`config.mk`:
```
export PLATFORM = sky130hd
export DESIGN_NAME = ttt_game_ctrl
export DESIGN_NICKNAME = d
export VERILOG_FILES = /design/src/rtl/ttt_game_ctrl.sv
export SDC_FILE = /design/constraint.sdc
export NUM_CORES = 1
export LEC_CHECK = 0
export BUFFER_PORTS_ARGS = -buffer_cell sky130_fd_sc_hd__buf_2
export CORE_MARGIN = 5
export CORE_UTILIZATION = 40
export CTS_CLUSTER_SIZE = 12
export DETAILED_ROUTE_END_ITERATION = 10
export PLACE_DENSITY = 0.58
export SYNTH_ARGS = -nofsm -noshare
export SYNTH_HDL_FRONTEND = slang
export SYNTH_SLANG_ARGS = --single-unit
```
`constraint.sdc`:
```
create_clock -name clk -period 7.05 [get_ports clk]
set_clock_uncertainty 0.2 [all_clocks]
set_input_delay 0.3525 -clock clk [delete_from_list [all_inputs] [get_ports clk]]
set_output_delay 0.3525 -clock clk [all_outputs]
set_load 0.1 [all_outputs]
```
`src/rtl/ttt_game_ctrl.sv`:
```
// Tic-tac-toe game sequencer: accepts alternating X/O moves, checks legality,
// consults an external line evaluator after each accepted move, and forfeits idle players.
module ttt_game_ctrl #(
  parameter int TIMEOUT = 1000
) (
  input  logic       clk,
  input  logic       rst_n,
  input  logic       new_game,
  input  logic       move_valid,
  input  logic [3:0] move_cell,
  output logic       move_ready,
  input  logic       win_x,
  input  logic       win_o,
  input  logic       full,
  input  logic       error,
  output logic [8:0] x_board,
  output logic [8:0] o_board,
  output logic       turn,
  output logic [3:0] move_count,
  output logic       move_ack,
  output logic       move_rej,
  output logic       game_over,
  output logic [1:0] result,
  output logic       fault
);

  typedef enum logic [1:0] {IDLE, WAIT_MOVE, EVAL, OVER} state_t;

  localparam logic [16:0] TO_LIM = 17'(TIMEOUT);

  state_t      state_q, state_d;
  logic [8:0]  x_board_q, x_board_d, o_board_q, o_board_d;
  logic        turn_q, turn_d;
  logic [3:0]  move_count_q, move_count_d;
  logic [16:0] timer_q, timer_d;
  logic        move_ack_q, move_ack_d, move_rej_q, move_rej_d;
  logic [1:0]  result_q, result_d;
  logic        fault_q, fault_d;

  logic [15:0] cell_oh;
  logic        cell_legal, hs;

  // Cells 9..15 shift into the upper bits, which marks them illegal.
  assign cell_oh    = 16'(1) << move_cell;
  assign cell_legal = (cell_oh[15:9] == 7'd0) && ((cell_oh[8:0] & (x_board_q | o_board_q)) == 9'd0);
  assign hs         = move_valid && (state_q == WAIT_MOVE);

  always_comb begin
    state_d      = state_q;
    x_board_d    = x_board_q;
    o_board_d    = o_board_q;
    turn_d       = turn_q;
    move_count_d = move_count_q;
    timer_d      = timer_q;
    move_ack_d   = 1'b0;
    move_rej_d   = 1'b0;
    result_d     = result_q;
    fault_d      = fault_q;

    if (new_game) begin
      state_d      = WAIT_MOVE;
      x_board_d    = 9'd0;
      o_board_d    = 9'd0;
      turn_d       = 1'b0;
      move_count_d = 4'd0;
      timer_d      = 17'd0;
      result_d     = 2'b00;
      fault_d      = 1'b0;
    end else begin
      case (state_q)
        IDLE: ;
        WAIT_MOVE: begin
          if (hs && cell_legal) begin
            if (turn_q) o_board_d = o_board_q | cell_oh[8:0];
            else        x_board_d = x_board_q | cell_oh[8:0];
            if (move_count_q != 4'd9) move_count_d = move_count_q + 4'd1;
            move_ack_d = 1'b1;
            state_d    = EVAL;
          end else begin
            move_rej_d = hs;
            // Expiry forfeits to the opponent of the player on move.
            if (timer_q >= TO_LIM) begin
              state_d  = OVER;
              result_d = turn_q ? 2'b01 : 2'b10;
            end else begin
              timer_d = timer_q + 17'd1;
            end
          end
        end
        EVAL: begin
          if (error) begin
            state_d  = OVER;
            result_d = 2'b00;
            fault_d  = 1'b1;
          end else if (win_x) begin
            state_d  = OVER;
            result_d = 2'b01;
          end else if (win_o) begin
            state_d  = OVER;
            result_d = 2'b10;
          end else if (full) begin
            state_d  = OVER;
            result_d = 2'b11;
          end else begin
            turn_d  = ~turn_q;
            timer_d = 17'd0;
            state_d = WAIT_MOVE;
          end
        end
        OVER: ;
        default: state_d = IDLE;
      endcase
    end
  end

  always_ff @(posedge clk) begin
    if (!rst_n) begin
      state_q      <= IDLE;
      x_board_q    <= 9'd0;
      o_board_q    <= 9'd0;
      turn_q       <= 1'b0;
      move_count_q <= 4'd0;
      timer_q      <= 17'd0;
      move_ack_q   <= 1'b0;
      move_rej_q   <= 1'b0;
      result_q     <= 2'b00;
      fault_q      <= 1'b0;
    end else begin
      state_q      <= state_d;
      x_board_q    <= x_board_d;
      o_board_q    <= o_board_d;
      turn_q       <= turn_d;
      move_count_q <= move_count_d;
      timer_q      <= timer_d;
      move_ack_q   <= move_ack_d;
      move_rej_q   <= move_rej_d;
      result_q     <= result_d;
      fault_q      <= fault_d;
    end
  end

  assign move_ready = (state_q == WAIT_MOVE);
  assign game_over  = (state_q == OVER);
  assign x_board    = x_board_q;
  assign o_board    = o_board_q;
  assign turn       = turn_q;
  assign move_count = move_count_q;
  assign move_ack   = move_ack_q;
  assign move_rej   = move_rej_q;
  assign result     = result_q;
  assign fault      = fault_q;

endmodule

```
==> out/metrics.yaml <==
status: "finished, final reports clean"
critPathTopFamily: "compound AO/OA/AOI/OAI gates"
track_usage: 0.163
hold_viol_final: 0
async_reset_ff_frac: 0
ctsHoldBuffers: 0
tightest_slew_ns: 0.961
antenna_found_initial: 0
crit_arrival_ns: 2.85
cp_max_fo: 18
power_leakage_nw: 1.03
cts_root_buf: "clkbuf_8"
port_buffers: 41
fp.dieH_um: 88.3
fill_cells: 603
setup_slack_ns: 4.23
drc: 0
ys_seq_elements: 47
rsz0062_at_grt: "false"
fin_crit_ns: 2.82
cp_num_buf_inv: 0
io_pins: 42
initial_core_util: 0.412
area_delta_synth_final_pct: 14.2
grt_first_pass_wirelength_um: 10300
cts_max_path_buffers: 2
cp_cell_sequence: "ha_1 > nand2_1 > o21bai_1 > or4b_1 > o21ai_4 > o21ai_0 > a21oi_1"
core-area_mm2: 0.00596
cts_made_buffers: 5
drt-vias-per-instance: 5.63
dpl.hpwl_um: 4240
cts.sinks: 47
cts_resized: 0
vdd.ir_drop.worst_v: 0.000112
wl_um: 6110
clk_pin_slew_worst_paths_ns: 0.09
hold_class: "input pin to flop"
avgRoutedWirePerCell_um: 15.1
endpoint_kind: "flop"
max_stage_delay_ns: 0.71
yosysSeqAreaShare: 0.384
vias: 2276
post_cts_buffers: 0
maxCapViolations: 0
cts_tree: "built"
drive_gt1_frac: 0.179
syn-num-nets: 317
startpoint_type: "flop"
tns_ns: 0
htreeDepth: 2
finalCritPeriodShare: 0.400
netlist_instances: 298
ys.flop_type: "dfxtp_1"
setup_violations: 0
rows: 28
yosys_warnings: 0
layout.nets: 347
gp_congestion: 0.749
insertedDiodeCount: 0
synth_edf_count: 0
syn_avg_cell_area_um2: 8.23
clk_latency_ns: 0.30
die-area_mm2: 0.00780
power_density_mw_per_mm2: 214
overflow: 0
slew_headroom: 0.360
first_pass_iters: 4
critPathKind: "flop to flop"
slew_viol_final: 0
dieWidth_um: 88.3
grt_start_max_net_pins: 39
grt_pass1_vias: 2147
drt_iter0_markers: 138
cp.required_ns: 7.08
pre_cts_slack_ns: 4.25
fmax_mhz: 354
cp_slowest_cell: "or4b_1"
synth_cell_types: 56
synth.cell_area_mm2: 0.00245
postRouteAntennaNets: 0
## registers in the layout, summed over array words and instances, names as in the netlist
name	count
move_rej	1
turn	1
x_board	9
fault	1
move_ack	1
move_count	4
result	2
state_q	2
timer_q	17
o_board	9
## worst register-to-register path: cells and delay by family, from the launching register on
family                     cells  cell delay (ns)
AOI/OAI and AO/OA              4             0.99
adders and majority gates      1             0.34
and+or+nand+nor                2             0.82
DFF                            1             0.41
## layout make-up
type / instances / area [µm²] / share of cell area
multi-input combinational: 220 / 1370 / 0.489
sequential: 47 / 941 / 0.336
tap: 75 / 93.8 / 0.0335
clock buffer: 5 / 68.8 / 0.0246
timing repair buffer: 43 / 220 / 0.0786
inverter: 11 / 41.3 / 0.0147
clock inverter: 3 / 67.6 / 0.0241
## worst paths after layout
check                  start           to  slack (ns)  cells past startpoint
setup / recovery  state_q[0]  timer_q[11]        4.23                      7
hold / removal         error        fault        0.12                      3
setup reg to reg  state_q[0]  timer_q[11]        4.23                      7
hold reg to reg    result[1]    result[1]        0.27                      2
## routing by layer
metal  vias to the layer above  track usage  share of wire
met4                         0       0.0385         0.0093
met5                         -            0              0
li1                       1144            -              -
met2                        64        0.256           0.45
met3                         5       0.0382          0.044
met1                      1063        0.227           0.50
## layout by cell type, fill, tap and decap left out, types with 5 or more instances in the layout
cell and instances:
a21oi_1 13, a31oi_1 14, and3_1 6, buf_2 41
clkbuf_8 5, dfxtp_1 47, ha_1 7, inv_1 11
nand2_1 9, nand3_1 13, nor2_1 55, nor3_1 9
o211ai_1 14, o21a_1 5, o21ai_0 17
## Yosys cell counts (2+ instances only)
cell / n / area [µm²]
nor2_1: 55 / 206
dfxtp_1: 47 / 941
o21ai_0: 17 / 85.1
a31oi_1: 14 / 87.6
o211ai_1: 14 / 105
a21oi_1: 13 / 65.1
nand3_1: 13 / 65.1
inv_1: 11 / 41.3
clkbuf_1: 10 / 37.5
nand2_1: 9 / 33.8
nor3_1: 9 / 45.0
ha_1: 7 / 87.6
and3_1: 6 / 37.5
o21a_1: 5 / 37.5
a211oi_1: 4 / 30.0
buf_2: 4 / 20.0
nand2b_1: 4 / 25.0
nand4_1: 4 / 25.0
o41ai_1: 4 / 35.0
nor4b_1: 3 / 26.3
buf_6: 2 / 22.5
clkbuf_2: 2 / 10.0
nand3b_1: 2 / 15.0
nand4b_1: 2 / 17.5
o32ai_1: 2 / 17.5
or3_1: 2 / 12.5
or4_1: 2 / 15.0
or4b_1: 2 / 20.0
xnor2_1: 2 / 17.5
## report_power, final
part	switching (mW)	total [mW]	internal, mW
clock	0.0955	0.237	0.141
combinational	0.0678	0.0912	0.0234
sequential	0.00318	0.272	0.269
## cells by family (layout without fill, tap and decap cells)
family	Yosys count	in the layout	synth area share
buf+inv	31	62	0.0582
simple gates	125	125	0.262
xor+xnor	3	3	0.0107
fa+ha+maj	7	7	0.0357
compound gates	84	84	0.245
flops	47	47	0.384
mux	1	1	0.00408
## through the flow
step	total power, mW	cells	util	cell area (µm²)	hold WS (ns)
3_5_place_dp	0.369	396	0.447	2670	0.250
5_1_grt	0.625	404	0.470	2800	0.122
6_report	0.600	404	0.470	2800	0.123
2_1_floorplan	0.352	298	-	2450	0.275
3_3_place_gp	0.369	396	0.447	2670	0.243
4_1_cts	0.606	404	0.470	2800	0.113
(Power assumes the default switching activity.)
